### config.mk
export PLATFORM = sky130hd
export DESIGN_NAME = rollercoaster_engine
export DESIGN_NICKNAME = d
export VERILOG_FILES = /design/src/rtl/rollercoaster_engine.sv
export SDC_FILE = /design/constraint.sdc
export NUM_CORES = 1
export LEC_CHECK = 0
export ABC_AREA = 1
export BUFFER_PORTS_ARGS = -buffer_cell sky130_fd_sc_hd__buf_2
export CAP_MARGIN = 0
export CORE_MARGIN = 3
export CORE_UTILIZATION = 35
export CTS_CLUSTER_DIAMETER = 80
export DETAILED_ROUTE_END_ITERATION = 10
export GPL_TIMING_DRIVEN = 0
export HOLD_SLACK_MARGIN = 0.06
export SYNTH_ARGS = -nofsm -noshare
export SYNTH_HDL_FRONTEND = slang
export SYNTH_SLANG_ARGS = --single-unit
### constraint.sdc
create_clock -name clock -period 2.5 [get_ports clock]
set_clock_uncertainty 0.2 [all_clocks]
set_input_delay 0.5 -clock clock [delete_from_list [all_inputs] [get_ports clock]]
set_output_delay 0.5 -clock clock [all_outputs]
set_load 0.005 [all_outputs]
### src/rtl/rollercoaster_engine.sv
// Collatz (3n+1) sequence engine: steps a seed down to 1, tracking steps/peak.
// Ports: clock, reset_n, start, abort, seed -> numOut, steps, peak, busy, done, overflow.
// Optional: define RCNUM_PEAK_EN to keep the running-peak register.
module rollercoaster_engine #(
  parameter int WIDTH = 25,
  parameter int CNT_W = 16
) (
  input  logic             clock,
  input  logic             reset_n,
  input  logic             start,
  input  logic             abort,
  input  logic [WIDTH-1:0] seed,
  output logic [WIDTH-1:0] numOut,
  output logic [CNT_W-1:0] steps,
  output logic [WIDTH-1:0] peak,
  output logic             busy,
  output logic             done,
  output logic             overflow
);

  typedef enum logic [1:0] {
    S_IDLE,
    S_RUN,
    S_DONE,
    S_OVF
  } state_e;

  state_e           state_q, state_d;
  logic [WIDTH-1:0] num_q, num_d;
  logic [CNT_W-1:0] steps_q, steps_d;
  logic [CNT_W-1:0] steps_inc;
  logic [WIDTH+1:0] tmp;
  logic             load;

  // 3n+1 as n + 2n + 1; two guard bits catch overflow
  assign tmp = {2'b00, num_q}
             + {1'b0, num_q, 1'b0}
             + (WIDTH+2)'(1);

  // saturate instead of wrapping
  assign steps_inc = (&steps_q) ? steps_q
                                : steps_q + CNT_W'(1);

  assign load = start && (state_q != S_RUN);

  always_comb begin
    state_d = state_q;
    num_d   = num_q;
    steps_d = steps_q;
    if (abort) begin
      state_d = S_IDLE;
    end else if (load) begin
      num_d   = seed;
      steps_d = '0;
      state_d = (seed == '0) ? S_OVF : S_RUN;
    end else if (state_q == S_RUN) begin
      if (num_q == WIDTH'(1)) begin
        state_d = S_DONE;
      end else if (!num_q[0]) begin
        num_d   = num_q >> 1;
        steps_d = steps_inc;
      end else if (|tmp[WIDTH+1:WIDTH]) begin
        num_d   = '0;
        state_d = S_OVF;
      end else begin
        num_d   = tmp[WIDTH-1:0];
        steps_d = steps_inc;
      end
    end
  end

  always_ff @(posedge clock or negedge reset_n) begin
    if (!reset_n) begin
      state_q <= S_IDLE;
      num_q   <= '0;
      steps_q <= '0;
    end else begin
      state_q <= state_d;
      num_q   <= num_d;
      steps_q <= steps_d;
    end
  end

`ifdef RCNUM_PEAK_EN
  logic [WIDTH-1:0] peak_q, peak_d;

  // overflow step writes 0, so it never raises the peak
  always_comb begin
    peak_d = peak_q;
    if (!abort) begin
      if (load) begin
        peak_d = seed;
      end else if (state_q == S_RUN
                   && num_d > peak_q) begin
        peak_d = num_d;
      end
    end
  end

  always_ff @(posedge clock or negedge reset_n) begin
    if (!reset_n) begin
      peak_q <= '0;
    end else begin
      peak_q <= peak_d;
    end
  end

  assign peak = peak_q;
`else
  assign peak = '0;
`endif

  assign numOut   = num_q;
  assign steps    = steps_q;
  assign busy     = (state_q == S_RUN);
  assign done     = (state_q == S_DONE);
  assign overflow = (state_q == S_OVF);

endmodule
==> flow_summary.ini <==
[drt]
ant_nets = 0
post_drt_via_cell_ratio = 4.96
drt_iter0_markers = 319
detail_route.first_pass.iterations = 6
dr_total_vias = 5464
wl_um = 16900
drt-wirelength-per-cell_um = 15.3
drt_drc_violations_left = 0

[critical_path]
cpLargestDelayFamily = simple AND/OR/NAND/NOR gates
setup.worst_path.start_class = flop
critical_path_arrival_ps = 2600
critical_path_buf_inv_count = 3
cp_slowest_cell = sky130_fd_sc_hd__dfrtp_2
worst_setup_ep_type = flop
critPathRequiredTime_ps = 2530
critical-path-max-stage-delay_ps = 470
critical_path_class = reg2reg
series_of_cell_instances_along_the_critical_path = inv_2 -> ha_4 -> a21o_1 -> a21oi_2 -> nand3_2 -> nand2_2 -> inv_2 -> nor2_4 -> nand4_4 -> clkbuf_16 -> nor2_2 -> nor2_1 -> nor2_1
crit_path_max_fanout = 5

[hold_path]
hold_class = in2async

[yosys]
synth_seq_cells = 43
synth-edff-count = 0
yosys_most_used_dff = sky130_fd_sc_hd__dfrtp_1
synth.cell_area_um2 = 4980
synth_area_leader_cell = sky130_fd_sc_hd__dfrtp_1
async_reset_ff_frac = 1.00
proportion_of_netlist_area_held_by_the_largest_area_contributor = 0.216
synthMostInstantiatedCell = sky130_fd_sc_hd__nand2_1
ys_types = 46
ys_top_cells_by_count = 176 x sky130_fd_sc_hd__nand2_1, 109 x sky130_fd_sc_hd__nor2_1, 84 x sky130_fd_sc_hd__inv_1
yosysSeqAreaShare = 0.216
synth.top_cells.by_area = sky130_fd_sc_hd__dfrtp_1 22%, sky130_fd_sc_hd__nand2_1 13%, sky130_fd_sc_hd__ha_1 10%
synthCells = 750
syn_area_per_cell_um2 = 6.64
synthesis.yosys.warnings = 0

[place]
dp_hpwl_um = 12400
post_dp_cell_area_um2 = 5650
portBuffers = 72
place.gp.congestion = 0.901
post-place-cells = 1022

[pwr]
leakage_nw = 3.51
ir_drop_mv = 0.852
power_per_cell_area_nw_per_um2 = 1540

[global_routing]
first_pass_grt_wire_length_um = 26200
maximum_number_of_pins_on_one_net_before_global_route_repair = 44
number_of_antenna_violations_at_the_first_check_in_global_routing = 0
grt_use_total = 0.208
first_global_vias = 5104
grt_overflow = 0

[floorplanning]
die_area_um2 = 15700
die_height_um = 125
ioPinCount = 98
fp.coreArea_um2 = 13600
row_count = 42
die_x_um = 125
initial_utilization = 0.367

[clock_network]
cts_buffers = 5
path_clk_slew_ps = 80
clkSinkCount = 43
clock_tree_from_tritoncts = done
cts.htree.levels = 2
root_buffer = sky130_fd_sc_hd__clkbuf_16
cts.path.max_buffers = 2
clock_latency_ps = 310
cts-hold-fix-buffers = 0

[layout]
layout.filler_cells = 1330
synthToLayoutAreaGrowth_pct = 43.4
antenna_diodes = 0
post_route_cells_drive_above_1_share = 0.433
fin_cells = 1102
final_area_um2 = 7140
finish.net_count = 995

[sta]
portion_of_the_clock_cycle_consumed_by_the_worst_path_in_the_final_layout = 1.03
finalWorstPathRequiredPeriod_ps = 2570
pnr_worst_setup_slack_ps = -67.3
timing_hold_violations_final = 0
hold-worst-slack_ps = 176
timing_worst_slew_pin_value_ps = 1050
report.final.setup_viol = 33
maxSlewHeadroom = 0.302
rsz0062_at_grt = yes
timing.fmax_mhz = 390
final-max-slew-violation-count = 0

[outcome]
outcome = complete, but fails checks
violations = setup timing

[job]
max-cap-violations = 0
[stage by stage]
stage	TNS (ps)	setup slack (ps)	util	total power, W
finish	-638	-67.3	0.527	0.0110
global route	-6910	-205	0.527	0.0119
CTS	-671	-59.6	0.481	0.00946
detailed placement	-13020	-388	0.417	0.00725
global placement	-12990	-395	0.417	0.00726
floorplan	0	20.1	-	0.00569
[layout by cell type, fill, tap and decap left out, types with 8 or more instances in the layout]
cell and count:
sky130_fd_sc_hd__dfrtp_1 21, sky130_fd_sc_hd__dfrtp_2 22, sky130_fd_sc_hd__o311ai_0 11, sky130_fd_sc_hd__nand2_1 149, sky130_fd_sc_hd__conb_1 25, sky130_fd_sc_hd__a21oi_1 24
sky130_fd_sc_hd__buf_2 72, sky130_fd_sc_hd__buf_6 11, sky130_fd_sc_hd__inv_2 17, sky130_fd_sc_hd__nand2_2 45, sky130_fd_sc_hd__ha_4 23, sky130_fd_sc_hd__o21ai_0 18
sky130_fd_sc_hd__nor4_1 9, sky130_fd_sc_hd__clkbuf_16 8, sky130_fd_sc_hd__nor2_4 12, sky130_fd_sc_hd__xor2_1 12, sky130_fd_sc_hd__ha_1 9, sky130_fd_sc_hd__nand3_1 28
sky130_fd_sc_hd__nand2_4 19, sky130_fd_sc_hd__ha_2 8, sky130_fd_sc_hd__o21ai_2 18, sky130_fd_sc_hd__nand4_1 17, sky130_fd_sc_hd__inv_1 68, sky130_fd_sc_hd__nor2_1 98
sky130_fd_sc_hd__nor2_2 17, sky130_fd_sc_hd__a21oi_2 14, sky130_fd_sc_hd__buf_4 85
[sequential cells by signal (all words and copies together) (netlist names)]
name	flops
steps	16
state_q	2
numOut	25
[path summary, 6_finish.rpt]
path,start,depth (start not counted),to,slack [ps]
max in group asynchronous,reset_n,1,numOut[18],1200
hold reg to reg,state_q[1],2,state_q[1],300
min in group clock,seed[0],3,numOut[0],270
setup reg to reg,numOut[7],13,numOut[10],-70
hold / removal,reset_n,1,steps[11],180
setup / recovery,numOut[7],13,numOut[10],-70
[final cells by class]
| class | count | area (um2) | area share |
|---|---|---|---|
| plain buffers | 42 | 362 | 0.0506 |
| well taps | 176 | 220 | 0.0308 |
| flip-flops and latches | 43 | 1100 | 0.155 |
| multi-input cells | 600 | 3960 | 0.554 |
| clock buffers | 5 | 125 | 0.0175 |
| clock inverters | 3 | 26.3 | 0.00368 |
| repair buffers | 145 | 1010 | 0.142 |
| inverters | 88 | 337 | 0.0471 |
[per-layer routing]
| layer | vias to the layer above | GRT usage | wire length [um] |
|---|---|---|---|
| met4 | 0 | 0.0702 | 622 |
| li1 | 2717 | - | - |
| met3 | 41 | 0.0307 | 726 |
| met2 | 144 | 0.355 | 8190 |
| met5 | - | 0 | 0 |
| met1 | 2562 | 0.268 | 7320 |
[cell families after synthesis]
group | count (synthesis) | synth area share
DFF | 43 | 0.216
and+or+nand+nor | 417 | 0.386
buffers and inverters | 131 | 0.134
other | 1 | 0.000753
adders and majority gates | 41 | 0.105
xor gates and xnor gates | 19 | 0.0334
AOI/OAI and AO/OA | 98 | 0.125
[worst reg2reg max path, stage by stage (launching register included)]
cell	delay (ps)
sky130_fd_sc_hd__dfrtp_2	470
sky130_fd_sc_hd__inv_2	90
sky130_fd_sc_hd__ha_4	210
sky130_fd_sc_hd__a21o_1	190
sky130_fd_sc_hd__a21oi_2	160
sky130_fd_sc_hd__nand3_2	150
sky130_fd_sc_hd__nand2_2	90
sky130_fd_sc_hd__inv_2	40
sky130_fd_sc_hd__nor2_4	190
sky130_fd_sc_hd__nand4_4	190
sky130_fd_sc_hd__clkbuf_16	230
sky130_fd_sc_hd__nor2_2	90
sky130_fd_sc_hd__nor2_1	60
sky130_fd_sc_hd__nor2_1	120
[power by group]
part | internal [W] | switching, W
Clock | 0.000381 | 0.000335
Combinational | 0.00397 | 0.00490
Sequential | 0.000965 | 0.000451
Total | 0.00532 | 0.00569
[repair_timing]
action	in CTS	in global routing
resized for setup	79	108
setup endpoints to repair	43	42
gates cloned	1	2
pin swaps	13	39
setup buffers	43	27
(Power assumes the default switching activity.)
